$ cat config.mk
export PLATFORM = sky130hd
export DESIGN_NAME = trap_sequencer
export DESIGN_NICKNAME = d
export VERILOG_FILES = /design/src/rtl/trap_sequencer_pkg.sv /design/src/rtl/trap_cause_select.sv /design/src/rtl/trap_sequencer.sv
export SDC_FILE = /design/constraint.sdc
export NUM_CORES = 1
export LEC_CHECK = 0
export BUFFER_PORTS_ARGS = -buffer_cell sky130_fd_sc_hd__buf_4
export CAP_MARGIN = 20
export CORE_MARGIN = 2
export CORE_UTILIZATION = 48
export DETAILED_ROUTE_END_ITERATION = 12
export HOLD_SLACK_MARGIN = 0.03
export PLACE_DENSITY = 0.87
export SETUP_SLACK_MARGIN = 0.15
export SKIP_LAST_GASP = 1
export SLEW_MARGIN = 20
export SYNTH_ARGS = -nofsm -noshare
export SYNTH_HDL_FRONTEND = slang
export SYNTH_HIERARCHICAL = 1
export SYNTH_SLANG_ARGS = --single-unit
export TNS_END_PERCENT = 5
$ cat constraint.sdc
create_clock -name i_clk -period 4.27 [get_ports i_clk]
set_clock_uncertainty 0.1 [all_clocks]
set_input_delay 0.427 -clock i_clk [delete_from_list [all_inputs] [get_ports i_clk]]
set_output_delay 0.427 -clock i_clk [all_outputs]
set_load 0.03 [all_outputs]
$ cat src/rtl/trap_sequencer_pkg.sv
// Shared definitions for the trap sequencer: exception codes, PC region
// encodings, FSM states and the selected-trap-event record.
package trap_sequencer_pkg;

  // Exception codes as carried down the pipeline. NO_E marks "nothing pending".
  localparam logic [3:0] E_FETCH_ADDR_MISALIGNED = 4'd0;
  localparam logic [3:0] E_FETCH_ACCESS_FAULT    = 4'd1;
  localparam logic [3:0] E_ILLEGAL_INSTR         = 4'd2;
  localparam logic [3:0] E_BREAKPOINT            = 4'd3;
  localparam logic [3:0] E_LOAD_ADDR_MISALIGNED  = 4'd4;
  localparam logic [3:0] E_LOAD_ACCESS_FAULT     = 4'd5;
  localparam logic [3:0] E_STORE_ADDR_MISALIGNED = 4'd6;
  localparam logic [3:0] E_STORE_ACCESS_FAULT    = 4'd7;
  localparam logic [3:0] E_ECALL                 = 4'd11;
  localparam logic [3:0] NO_E                    = 4'd15;

  // Memory regions are identified by pc[20:18].
  localparam logic [2:0] REGION_VECTOR = 3'b000;
  localparam logic [2:0] REGION_RESET  = 3'b001;
  localparam logic [2:0] REGION_TEXT   = 3'b010;

  // Default handler entry and counter width.
  localparam logic [31:0] TRAP_VECTOR_DEFAULT = 32'h0000_0000;
  localparam int          TRAP_CNT_W_DEFAULT  = 8;

  // Sequencer states.
  typedef enum logic [2:0] {
    ST_BOOT     = 3'd0,
    ST_RUN      = 3'd1,
    ST_FLUSH    = 3'd2,
    ST_REDIRECT = 3'd3,
    ST_TRAP     = 3'd4,
    ST_HALT     = 3'd5
  } state_e;

  // The one exception chosen this cycle, with its CSR payload.
  typedef struct packed {
    logic        valid;
    logic [3:0]  cause;
    logic [31:0] epc;
    logic [31:0] tval;
  } trap_event_t;

  function automatic logic is_exception(input logic [3:0] code);
    return code != NO_E;
  endfunction

  function automatic logic [2:0] pc_region(input logic [31:0] pc);
    return pc[20:18];
  endfunction

endpackage

$ cat src/rtl/trap_cause_select.sv
// Picks the oldest live exception between the execute and fetch stages and
// produces the cause/epc/tval that would be captured if a trap is taken.
module trap_cause_select
  import trap_sequencer_pkg::*;
(
  input  logic [3:0]  i_exception_code_f,
  input  logic [3:0]  i_exception_code_e,
  input  logic [31:0] i_pc_f,
  input  logic [31:0] i_pc_e,
  input  logic [31:0] i_alu_out_e,
  input  logic        i_branch_taken_e,
  output trap_event_t o_event
);

  // Execute is older than fetch so it wins; a fetch fault behind a taken
  // branch is on the wrong path and never becomes a trap.
  always_comb begin
    o_event.valid = 1'b0;
    o_event.cause = NO_E;
    o_event.epc   = 32'h0;
    o_event.tval  = 32'h0;
    if (is_exception(i_exception_code_e)) begin
      o_event.valid = 1'b1;
      o_event.cause = i_exception_code_e;
      o_event.epc   = i_pc_e;
      o_event.tval  = i_alu_out_e;
    end else if (is_exception(i_exception_code_f) && !i_branch_taken_e) begin
      o_event.valid = 1'b1;
      o_event.cause = i_exception_code_f;
      o_event.epc   = i_pc_f;
      o_event.tval  = i_pc_f;
    end
  end

endmodule

$ cat src/rtl/trap_sequencer.sv
// Trap entry/return sequencer for the 5-stage pipeline: captures the trap
// CSRs, flushes, redirects fetch to the handler, returns on mret and
// freezes the core on a double fault. Outputs are ORed into the hazard
// unit's flush and PC-select paths.
module trap_sequencer
  import trap_sequencer_pkg::*;
#(
  parameter logic [31:0] P_TRAP_VECTOR = TRAP_VECTOR_DEFAULT,
  parameter int          P_CNT_W       = TRAP_CNT_W_DEFAULT
) (
  input  logic               i_clk,
  input  logic               i_rst_n,
  input  logic [3:0]         i_exception_code_f,
  input  logic [3:0]         i_exception_code_e,
  input  logic [31:0]        i_pc_f,
  input  logic [31:0]        i_pc_e,
  input  logic [31:0]        i_alu_out_e,
  input  logic               i_branch_taken_e,
  input  logic               i_mret_e,
  output logic               o_flush_fd,
  output logic               o_flush_de,
  output logic               o_flush_em,
  output logic               o_redirect_valid,
  output logic [31:0]        o_redirect_pc,
  output logic               o_csr_we,
  output logic [31:0]        o_mepc,
  output logic [31:0]        o_mcause,
  output logic [31:0]        o_mtval,
  output logic               o_reset_permission,
  output logic               o_trap_permission,
  output logic               o_halt,
  output logic [P_CNT_W-1:0] o_trap_count
);

  localparam logic [P_CNT_W-1:0] CNT_MAX = {P_CNT_W{1'b1}};
  localparam logic [P_CNT_W-1:0] CNT_ONE = {{(P_CNT_W-1){1'b0}}, 1'b1};

  state_e              state_q, state_d;
  logic [31:0]         mepc_q, mepc_d;
  logic [31:0]         mcause_q, mcause_d;
  logic [31:0]         mtval_q, mtval_d;
  logic [P_CNT_W-1:0]  count_q, count_d;

  trap_event_t         trap_evt;
  logic                take_trap;
  logic                mret_accept;

  trap_cause_select u_cause_select (
    .i_exception_code_f (i_exception_code_f),
    .i_exception_code_e (i_exception_code_e),
    .i_pc_f             (i_pc_f),
    .i_pc_e             (i_pc_e),
    .i_alu_out_e        (i_alu_out_e),
    .i_branch_taken_e   (i_branch_taken_e),
    .o_event            (trap_evt)
  );

  // Next-state logic; FLUSH and REDIRECT ignore exceptions because the
  // stages that raised them are being killed.
  always_comb begin
    state_d     = state_q;
    take_trap   = 1'b0;
    mret_accept = 1'b0;
    case (state_q)
      ST_BOOT: begin
        if (trap_evt.valid) begin
          state_d = ST_HALT;
        end else if (pc_region(i_pc_f) == REGION_TEXT) begin
          state_d = ST_RUN;
        end
      end
      ST_RUN: begin
        if (trap_evt.valid) begin
          state_d   = ST_FLUSH;
          take_trap = 1'b1;
        end
      end
      ST_FLUSH:    state_d = ST_REDIRECT;
      ST_REDIRECT: state_d = ST_TRAP;
      ST_TRAP: begin
        if (trap_evt.valid) begin
          state_d = ST_HALT;
        end else if (i_mret_e) begin
          state_d     = ST_RUN;
          mret_accept = 1'b1;
        end
      end
      ST_HALT:     state_d = ST_HALT;
      default:     state_d = ST_HALT;
    endcase
  end

  // CSR capture and saturating trap counter, both only on trap entry.
  always_comb begin
    mepc_d   = mepc_q;
    mcause_d = mcause_q;
    mtval_d  = mtval_q;
    count_d  = count_q;
    if (take_trap) begin
      mepc_d   = trap_evt.epc;
      mcause_d = {28'b0, trap_evt.cause};
      mtval_d  = trap_evt.tval;
      if (count_q != CNT_MAX) begin
        count_d = count_q + CNT_ONE;
      end
    end
  end

  // Moore outputs per state plus the same-cycle mret redirect.
  always_comb begin
    o_flush_fd         = 1'b0;
    o_flush_de         = 1'b0;
    o_flush_em         = 1'b0;
    o_redirect_valid   = 1'b0;
    o_redirect_pc      = 32'h0;
    o_csr_we           = 1'b0;
    o_reset_permission = 1'b0;
    o_trap_permission  = 1'b0;
    o_halt             = 1'b0;
    case (state_q)
      ST_BOOT: begin
        o_reset_permission = 1'b1;
      end
      ST_FLUSH: begin
        o_flush_fd = 1'b1;
        o_flush_de = 1'b1;
        o_flush_em = 1'b1;
        o_csr_we   = 1'b1;
      end
      ST_REDIRECT: begin
        o_redirect_valid  = 1'b1;
        o_redirect_pc     = P_TRAP_VECTOR;
        o_flush_fd        = 1'b1;
        o_trap_permission = 1'b1;
      end
      ST_TRAP: begin
        o_trap_permission = 1'b1;
        if (mret_accept) begin
          o_redirect_valid = 1'b1;
          o_redirect_pc    = mepc_q;
          o_flush_fd       = 1'b1;
          o_flush_de       = 1'b1;
        end
      end
      ST_HALT: begin
        o_flush_fd = 1'b1;
        o_flush_de = 1'b1;
        o_flush_em = 1'b1;
        o_halt     = 1'b1;
      end
      default: begin
        o_halt = 1'b0;
      end
    endcase
  end

  // State and CSR registers; reset clears everything back to BOOT at once.
  always_ff @(posedge i_clk or negedge i_rst_n) begin
    if (!i_rst_n) begin
      state_q  <= ST_BOOT;
      mepc_q   <= 32'h0;
      mcause_q <= 32'h0;
      mtval_q  <= 32'h0;
      count_q  <= '0;
    end else begin
      state_q  <= state_d;
      mepc_q   <= mepc_d;
      mcause_q <= mcause_d;
      mtval_q  <= mtval_d;
      count_q  <= count_d;
    end
  end

  assign o_mepc       = mepc_q;
  assign o_mcause     = mcause_q;
  assign o_mtval      = mtval_q;
  assign o_trap_count = count_q;

endmodule

Word level (Yosys, flattened, before mapping)
Cells that the tools add are included. W data, S select, Z words.

Bits in registers: 79. Output and inout port bits: 144. Word-level logic and storage cells: 50.

Add/sub/neg operators: 1. Equality and inequality tests: 12. Muxes and demuxes: 24. Reduce and logical (&&, ||, !) cells: 8.

Operators with widths (number): $mux W69 (2); $mux W32 (2); $mux W3 (5); $pmux W3 S5 (1); $mux W1 (11); $eq A3 B2 Y1 const B (3); $add A8 B1 Y8 const B (1); $ne A4 B4 Y1 const B (2); $ne A8 B8 Y1 const B (1); $eq A3 B3 Y1 const B (2); $ne A3 B3 Y1 const B (2); $pmux W1 S2 (3); $reduce_or A2 Y1 (2); $eq A3 B1 Y1 const B (1); $logic_not A3 Y1 (1); $reduce_and A3 Y1 (1); $reduce_or A3 Y1 (1); $ne A2 B2 Y1 const B (1); $reduce_and A2 Y1 (1); $logic_and A1 B1 Y1 (1); $logic_not A1 Y1 (1).

Longest topological paths before layout
Gate-level depths: netlist of run 1.

Depth after elaboration: 8. Gate-level depth with buffers: 10.

By module
Netlist of run 1, hierarchy kept.

By module, submodules not included: trap_sequencer (instances 1, cells an instance 423, area an instance 3651.0 µm², seq. area each 1976.9 µm²); trap_cause_select (instances 1, cells an instance 85, area an instance 724.4 µm², seq. area each 0.0 µm²).

Least setup slack after synthesis of run 1
Ideal clock, no wire load.

Path type: input -> output. Start: input i_exception_code_e[2]. End: output o_redirect_pc[10]. Data arrival time: 1.935 ns. Data required time: 3.743 ns. Path slack: 1.808 ns. Cell stages on the path: 8. Cell sequence: nand4_4 -> buf_2 -> buf_6 -> nand2b_1 -> nor2_1 -> and3_1 -> clkbuf_2 -> and2_1.

RTL lines: start, declared (RTL line trap_sequencer.sv:14) `input logic [3:0] i_exception_code_e,`; end, declared (RTL line trap_sequencer.sv:24) `output logic [31:0] o_redirect_pc,`.

==> results by stage, run 1 <==
Min path:
- In this run the worst hold path is classified as input port to asynchronous set/reset pin.

Synthesis:
- The average cell area after synthesis is 8.613 sq um.
- Yosys mapped a number of flops with a built-in enable equal to 0.
- For this run, the number of Yosys warnings is 6.
- The synthesized netlist devotes 15.41% of its cell area to compound gates.
- The post-synthesis async set-or-reset flop share is 100.0%.
- The leading register cell type out of synthesis is dfrtp_1.
- After synthesis the netlist holds a flip-flop and latch count of 79.
- The post-synthesis adder-cell area fraction is 0.2860%.
- The synthesized netlist devotes 0.6005% of its cell area to XOR and XNOR gates.
- The synthesized netlist devotes 27.34% of its cell area to simple gates.
- The sequential-to-total area share from yosys stat is 45.18%.
- Of the post-synthesis cell area, the part taken by muxes is 1.287%.
- The post-synthesis instance total is 508.
- Synthesis instantiated 37 different standard cells from the library.
- The combined area of all synthesized cells is 0.004375 sq mm.
- The main combinational cell family by area after synthesis is simple AND/OR/NAND/NOR gates.

Placement:
- The instance count after placement with tap cells included is 809.
- The final weighted congestion of routability-driven global placement is 0.8484.
- After legalization and detailed placement, the total HPWL measured 9240 um.
- The port buffer count is 223.

Cells and area:
- Cells with a size suffix above 1 make up 34.87% of the layout.
- The filler-free cell count of the finished design is 825.
- The area added between synthesis and finish is 40.46%.
- At the end of the flow the core is filled with cells to 70.13%.
- Leaving out fill and tap cells, the most frequent cell in the layout is buf_4.
- Summing all multi-input logic gate instances after layout gives 0.002087 sq mm.
- The layout filler cell count is 702.
- In the layout the commonest cells are buf_4 (227), nand2_1 (212), dfrtp_1 (79).
- Across the whole layout, storage elements account for 0.001977 sq mm.
- The antenna diode instance count is 0.
- The net count of the finished layout is 821.

Detailed routing:
- After detailed routing, the average wire length per cell comes to 15.59 um.
- For this run, the detailed router's first-pass iteration total came to 4.
- The routed via count divided by cell count is 5.153.
- In the routed design, unresolved DRC markers number 0.
- Summed over all layers, the routed wires come to 12860 um.
- The detail route stage leaves a number of antenna-violating nets equal to 0.
- The via count is 4251.
- The violation count after the first detailed-route iteration is 159.

Floorplan:
- The width of the chip is 99.48 um.
- The initial cell density of the core is 49.93%.
- In this run the count of I/O pins placed on the die edge is 252.
- In this run the core area contains 34 standard-cell rows.
- The die height is 99.48 um.
- After floorplanning, the core was sized to cover 0.008763 sq mm.
- The die covers 0.009895 sq mm.

Clock tree:
- For this design, the CTS-stage hold fixing added 0 buffers.
- The latest clock arrival within the worst-skew pair is 330 ps.
- The tree is rooted in a clkbuf_8.
- The number of gates resized after CTS is 0.
- Clock tree synthesis inserted a total of 9 buffers.
- In this run the deepest clock path goes through 2 buffers.
- The total number of clock tree sinks is 79.
- The clock tree from TritonCTS is yes.
- The clock transition at the registers of the reported paths is 80 ps.
- Buffers added to address setup during post-CTS repair amount to 0.
- The depth of the CTS H-tree is 3.

STA:
- For the pin with the worst max-slew slack, the measured transition is 967.9 ps.
- The tightest slew margin relative to the limit is 35.47%.
- The final hold slack is 13.79 ps.
- Setup repair after global routing left no endpoint under its margin.
- The max-slew violation count came to 0.
- The count of endpoints failing setup in the final report is 0.
- In the finished design, the share of the clock period the worst path needs comes to 69.83%.
- The sum of negative setup slack is 0 ps.
- For the finished layout, the period the worst path requires is 2982 ps.
- The fmax is 0.3354 GHz.
- The final number of hold-violating endpoints is 0.

Global route:
- Entering global routing, the biggest net connects 80 pins.
- The final global-route overflow total is 0.
- The first-pass GRT wire length is 20300 um.
- The overall track demand over capacity in global routing is 25.57%.
- The number of global-route vias before repair is 4031.
- The number of antenna violations at the first check in global routing is 0.

Setup path:
- The required time at the endpoint of the critical path is 3740 ps.
- STA classifies the critical path startpoint as an input port.
- The setup path with the least slack is of type input port to output pin.
- The number of buffers and inverters on the critical path is 2.
- The signal on the critical path passes through buf_4 -> a41o_1 -> nand2b_1 -> nor2_1 -> and3_1 -> and2_1 -> buf_4.
- The slowest cell on the critical path is and3_1.
- The cell family contributing the most delay on the critical path is simple AND/OR/NAND/NOR gates.
- The maximum fanout encountered on the critical timing path is 32.
- In this design, the stage delay of the slowest critical-path cell is 830 ps.
- The kind of end point of the critical path is an output pin.
- The most frequent cell on the critical path is buf_4.
- The data arrival time at the worst-slack endpoint is 2450 ps.

Outcome:
- The flow ran to the end, and the final reports show no timing, DRC or antenna violations.

Job:
- The total of max-cap violations is 0.

Power and ir drop:
- The design draws 1.696 mW.
- Summed over all cells, the static leakage comes to 3.483 nW.
- In this run the power density over the cells is 275.9 mW/mm^2.
- Across the VDD grid, the largest voltage drop is 0.0002079 V.
final timing paths:
path	start	to	slack [ps]	cells after the start
worst min-delay path	i_rst_n	o_mtval[19]	10	1
min in group i_clk	i_mret_e	state_q[0]	260	2
worst max register to register	state_q[1]	o_mepc[23]	2210	4
worst max-delay path	i_exception_code_f[3]	o_redirect_pc[10]	1290	7
max in group asynchronous	i_rst_n	o_mtval[24]	3560	1
worst min register to register	o_mtval[16]	o_mtval[16]	380	2
registers in the layout, summed over array words and instances, names as in the netlist:
name          cells
o_mcause          4
state_q           3
o_trap_count      8
o_mtval          32
o_mepc           32
cells by family after synthesis:
group | count (synthesis)
multiplexers | 5
flip-flops | 79
other | 1
AO/OA/AOI/OAI | 79
buffers and inverters | 67
AND/OR/NAND/NOR | 273
XOR/XNOR | 3
adder cells (fa/ha/maj) | 1
per-stage QoR:
step | setup slack, ps | instance area, sq um
floorplan | 1808 | 4477
global placement | 1474 | 5929
detailed placement | 1277 | 5929
CTS | 1281 | 6142
global route | 1097 | 6146
finish | 1288 | 6146
routing by layer:
metal	vias up	share of wire, %	track usage (%)
li1	2043	-	-
met1	2000	41	33.38
met2	187	50	42.62
met3	21	7.1	5.200
met4	0	2.1	8.746
met5	-	0	0
where the power goes:
group          total [mW]  internal, mW  switching (mW)
Clock               0.593         0.327           0.266
Sequential          0.793         0.773          0.0195
Combinational       0.310         0.138           0.172
cell type report:
type                    count  area share [%]
inverters                   5          0.3054
well taps                 108           2.199
clock inverters             6           1.384
clock buffers              10           2.077
flip-flops and latches     79           32.17
repair buffers            228           27.91
multi-input cells         389           33.96
synthesized netlist by cell type, types with 2 or more instances:
| master | n | share of area [%] |
|---|---|---|
| nand2_1 | 212 | 18 |
| dfrtp_1 | 79 | 45 |
| a22o_1 | 64 | 13 |
| buf_4 | 38 | 6.5 |
| and2_1 | 32 | 4.6 |
| buf_2 | 13 | 1.5 |
| clkbuf_1 | 6 | 0.51 |
| inv_1 | 5 | 0.43 |
| mux2_1 | 5 | 1.3 |
| nand3_1 | 5 | 0.57 |
| nand2b_1 | 4 | 0.57 |
| nor3_1 | 4 | 0.46 |
| o31a_1 | 4 | 0.80 |
| clkbuf_2 | 3 | 0.34 |
| nand4_1 | 3 | 0.43 |
| nor2_1 | 3 | 0.26 |
| xnor2_1 | 3 | 0.60 |
| a21oi_1 | 2 | 0.23 |
| and3_1 | 2 | 0.29 |
| buf_6 | 2 | 0.51 |
| o211ai_1 | 2 | 0.34 |
| o21ai_0 | 2 | 0.23 |
Note: power is estimated with default switching activity, not from simulation.
==> run 2: changes to the inputs <==
- CORE_UTILIZATION: 48 -> 40
- PLACE_DENSITY: 0.87 -> 0.77
- clock period: 4.27 -> 2.55 ns (I/O delays scaled with it)
==> run 2 against run 1 <==
  * Cell area grew 1.3%
  * Die area is 19% higher
  * Non-clock buffer count grew 5
  * Power is 64% higher
  * Critical path depth shrank 2
  * First-iteration DRC count is 31% higher
  * Sequential cell count is the same
  * Wire length increased by 0.98%
  * Critical endpoint is now o_redirect_pc[24]
  * Highest routed layer unchanged
==> results by stage, run 2 (synthesis results as in run 1) <==
Outcome:
- The flow ran to the end, and the final reports show no timing, DRC or antenna violations.

Placement:
- The HPWL after detailed placement is 9513 um.
- In this run the tool buffered the top-level ports with 223 buffer cells.
- The pre-CTS setup slack is 352.0 ps.
- The final weighted congestion of routability-driven global placement is 0.8372.
- The cell area reported after detailed placement is 0.006012 sq mm.
- The number of placed instances, taps included, is 845.

Cells and area:
- The library cell used most frequently in the layout, excluding fill and tap cells, is buf_4.
- The post-route core utilization is 57.94%.
- The filler-free cell count of the finished design is 861.
- Leaving out fill and tap cells, the most frequent cells in the layout are buf_4 (230), nand2_1 (212), dfrtp_1 (79).
- After the last flow step, the layout net total stands at 826.
- In the final layout, the share of cells above drive strength 1 is 35.23%.
- The final non-filler cell area is 0.006226 sq mm.
- 0 antenna diodes ended up in the layout.
- The area added between synthesis and finish is 42.29%.

Power and ir drop:
- The total power divided by cell area is 447.9 mW/mm^2.
- The analysis attributes to cell leakage a power of 3.506 nW.
- The total chip power is 2.789 mW.
- The maximum ir drop on the vdd rail is 0.0002865 V.

STA:
- The count of endpoints failing setup in the final report is 0.
- The minimum clock period is 2235 ps.
- The sum of negative setup slack is 0 ps.
- The worst setup slack after layout is 314.5 ps.
- The fmax is 0.4473 GHz.
- Setup repair after global routing left no endpoint under its margin.
- The tightest slew margin relative to the limit is 52.11%.
- The slew at the pin closest to its max-slew limit is 718.3 ps.
- The final number of hold-violating endpoints is 0.
- The final hold slack is 85.35 ps.
- The worst path uses 87.67% of the clock period.
- The max-slew violation count is 0.

Setup path:
- The worst setup path is launched from a flip-flop.
- The maximum fanout encountered on the critical timing path is 24.
- The classification of the worst setup path is flip-flop to output pin.
- The maximum cell stage delay along the critical path is 490 ps.
- Data arrives at the worst endpoint at 1880 ps.
- Walking the worst path, the cells encountered are nor2b_2 -> and3_1 -> buf_4 -> and2_1 -> buf_4.
- Among all stages on the critical path, the largest delay is contributed by dfrtp_1.
- The required time at the endpoint of the critical path is 2190 ps.
- The most frequent cell on the critical path is buf_4.
- STA classifies the critical path endpoint as an output pin.

Floorplan:
- The die is 108.6 um wide.
- The floorplan has 38 rows.
- The core region is 0.01075 sq mm.
- The die is 108.6 um tall.
- The initial cell density of the core is 40.72%.
- The I/O pin total is 252.
- The overall die area is 0.01179 sq mm.

Clock tree:
- The latest clock arrival within the worst-skew pair is 340 ps.
- The depth of the CTS H-tree is 3.
- The clock passes through at most 2 buffers.
- The clock transition at the registers of the reported paths is 70 ps.
- Clock tree synthesis selected as its root buffer the cell clkbuf_8.
- Post-CTS timing repair inserted 0 buffers for setup.
- The total number of clock tree sinks is 79.
- The total CTS buffers is 9.
- TritonCTS built the clock tree.

Detailed routing:
- The via count is 4256.
- For this run, the detailed router's first-pass iteration total came to 4.
- In the final routed layout, each cell accounts on average for 15.08 um.
- For this run, design rule violations remaining after detail routing come to 0.
- The final layout contains routed wiring with a total length of 12980 um.
- The remaining antenna violation count is 0.
- The violation count after the first detailed-route iteration is 208.
- The routed via count divided by cell count is 4.943.

Global route:
- The number of global-route vias before repair is 4005.
- The first global-routing pass estimated 19360 um of wire.
- The pin count of the biggest net entering global routing is 80.
- The final global-route overflow total is 0.
- The number of antenna violations at the first check in global routing is 0.
- For this run, the total global-route usage over all layers was measured as 21.12%.

Min path:
- The type of the worst min-delay path is input port to flip-flop.

Job:
- Max-cap violations in this run came to 0.
run 2: cell types whose count changed in the layout (fill, tap and decap cells not counted), sizes merged:
cell,change
bufinv,-1
buf,+4
clkinvlp,-1
dlygate4sd3,+1
clkinv,-1
clkbuf,+2
run 2: routing by layer:
| layer | vias to the layer above | GRT usage [%] | share of wire [%] | wire length, um |
|---|---|---|---|---|
| met2 | 186 | 37.28 | 51 | 6638 |
| met3 | 18 | 3.737 | 7.6 | 990 |
| li1 | 2040 | - | - | - |
| met5 | - | 0 | 0 | 0 |
| met1 | 2012 | 25.86 | 40 | 5148 |
| met4 | 0 | 7.326 | 1.6 | 208 |
run 2: layout make-up:
class,count,area (sq um)
Clock buffer,12,155.1
Clock inverter,3,42.54
Fill cell,940,4519
Inverter,5,18.77
Multi-Input combinational cell,389,2090
Sequential cell,79,1977
Tap cell,140,175.2
Timing Repair Buffer,233,1768
run 2: worst max-delay path, delay by kind of cell, from the launching register on:
kind          cells  cell delay (ps)
buf+inv           2              420
flops             1              490
simple gates      3              630
run 2: power by group:
group	total, mW	internal (mW)	switching, mW
logic	0.521	0.234	0.287
registers	1.33	1.29	0.0315
clock network	0.942	0.500	0.442
total	2.79	2.03	0.761
run 2: final timing paths:
path,endpoint,slack [ps],cells past startpoint,start
setup reg to reg,o_mtval[21],760,4,state_q[1]
setup / recovery,o_redirect_pc[24],310,5,state_q[2]
hold / removal,state_q[0],90,2,i_mret_e
max in group asynchronous,state_q[0],1440,2,i_rst_n
hold reg to reg,o_mcause[3],380,2,o_mcause[3]
min in group asynchronous,o_mtval[11],430,2,i_rst_n
run 2: repair_timing:
| action | in CTS | in global routing |
|---|---|---|
| hold buffers | 1 | 0 |
| endpoints found under the setup margin | 0 | 19 |
| resized for setup | 0 | 1 |
| hold endpoints to repair | 79 | 0 |
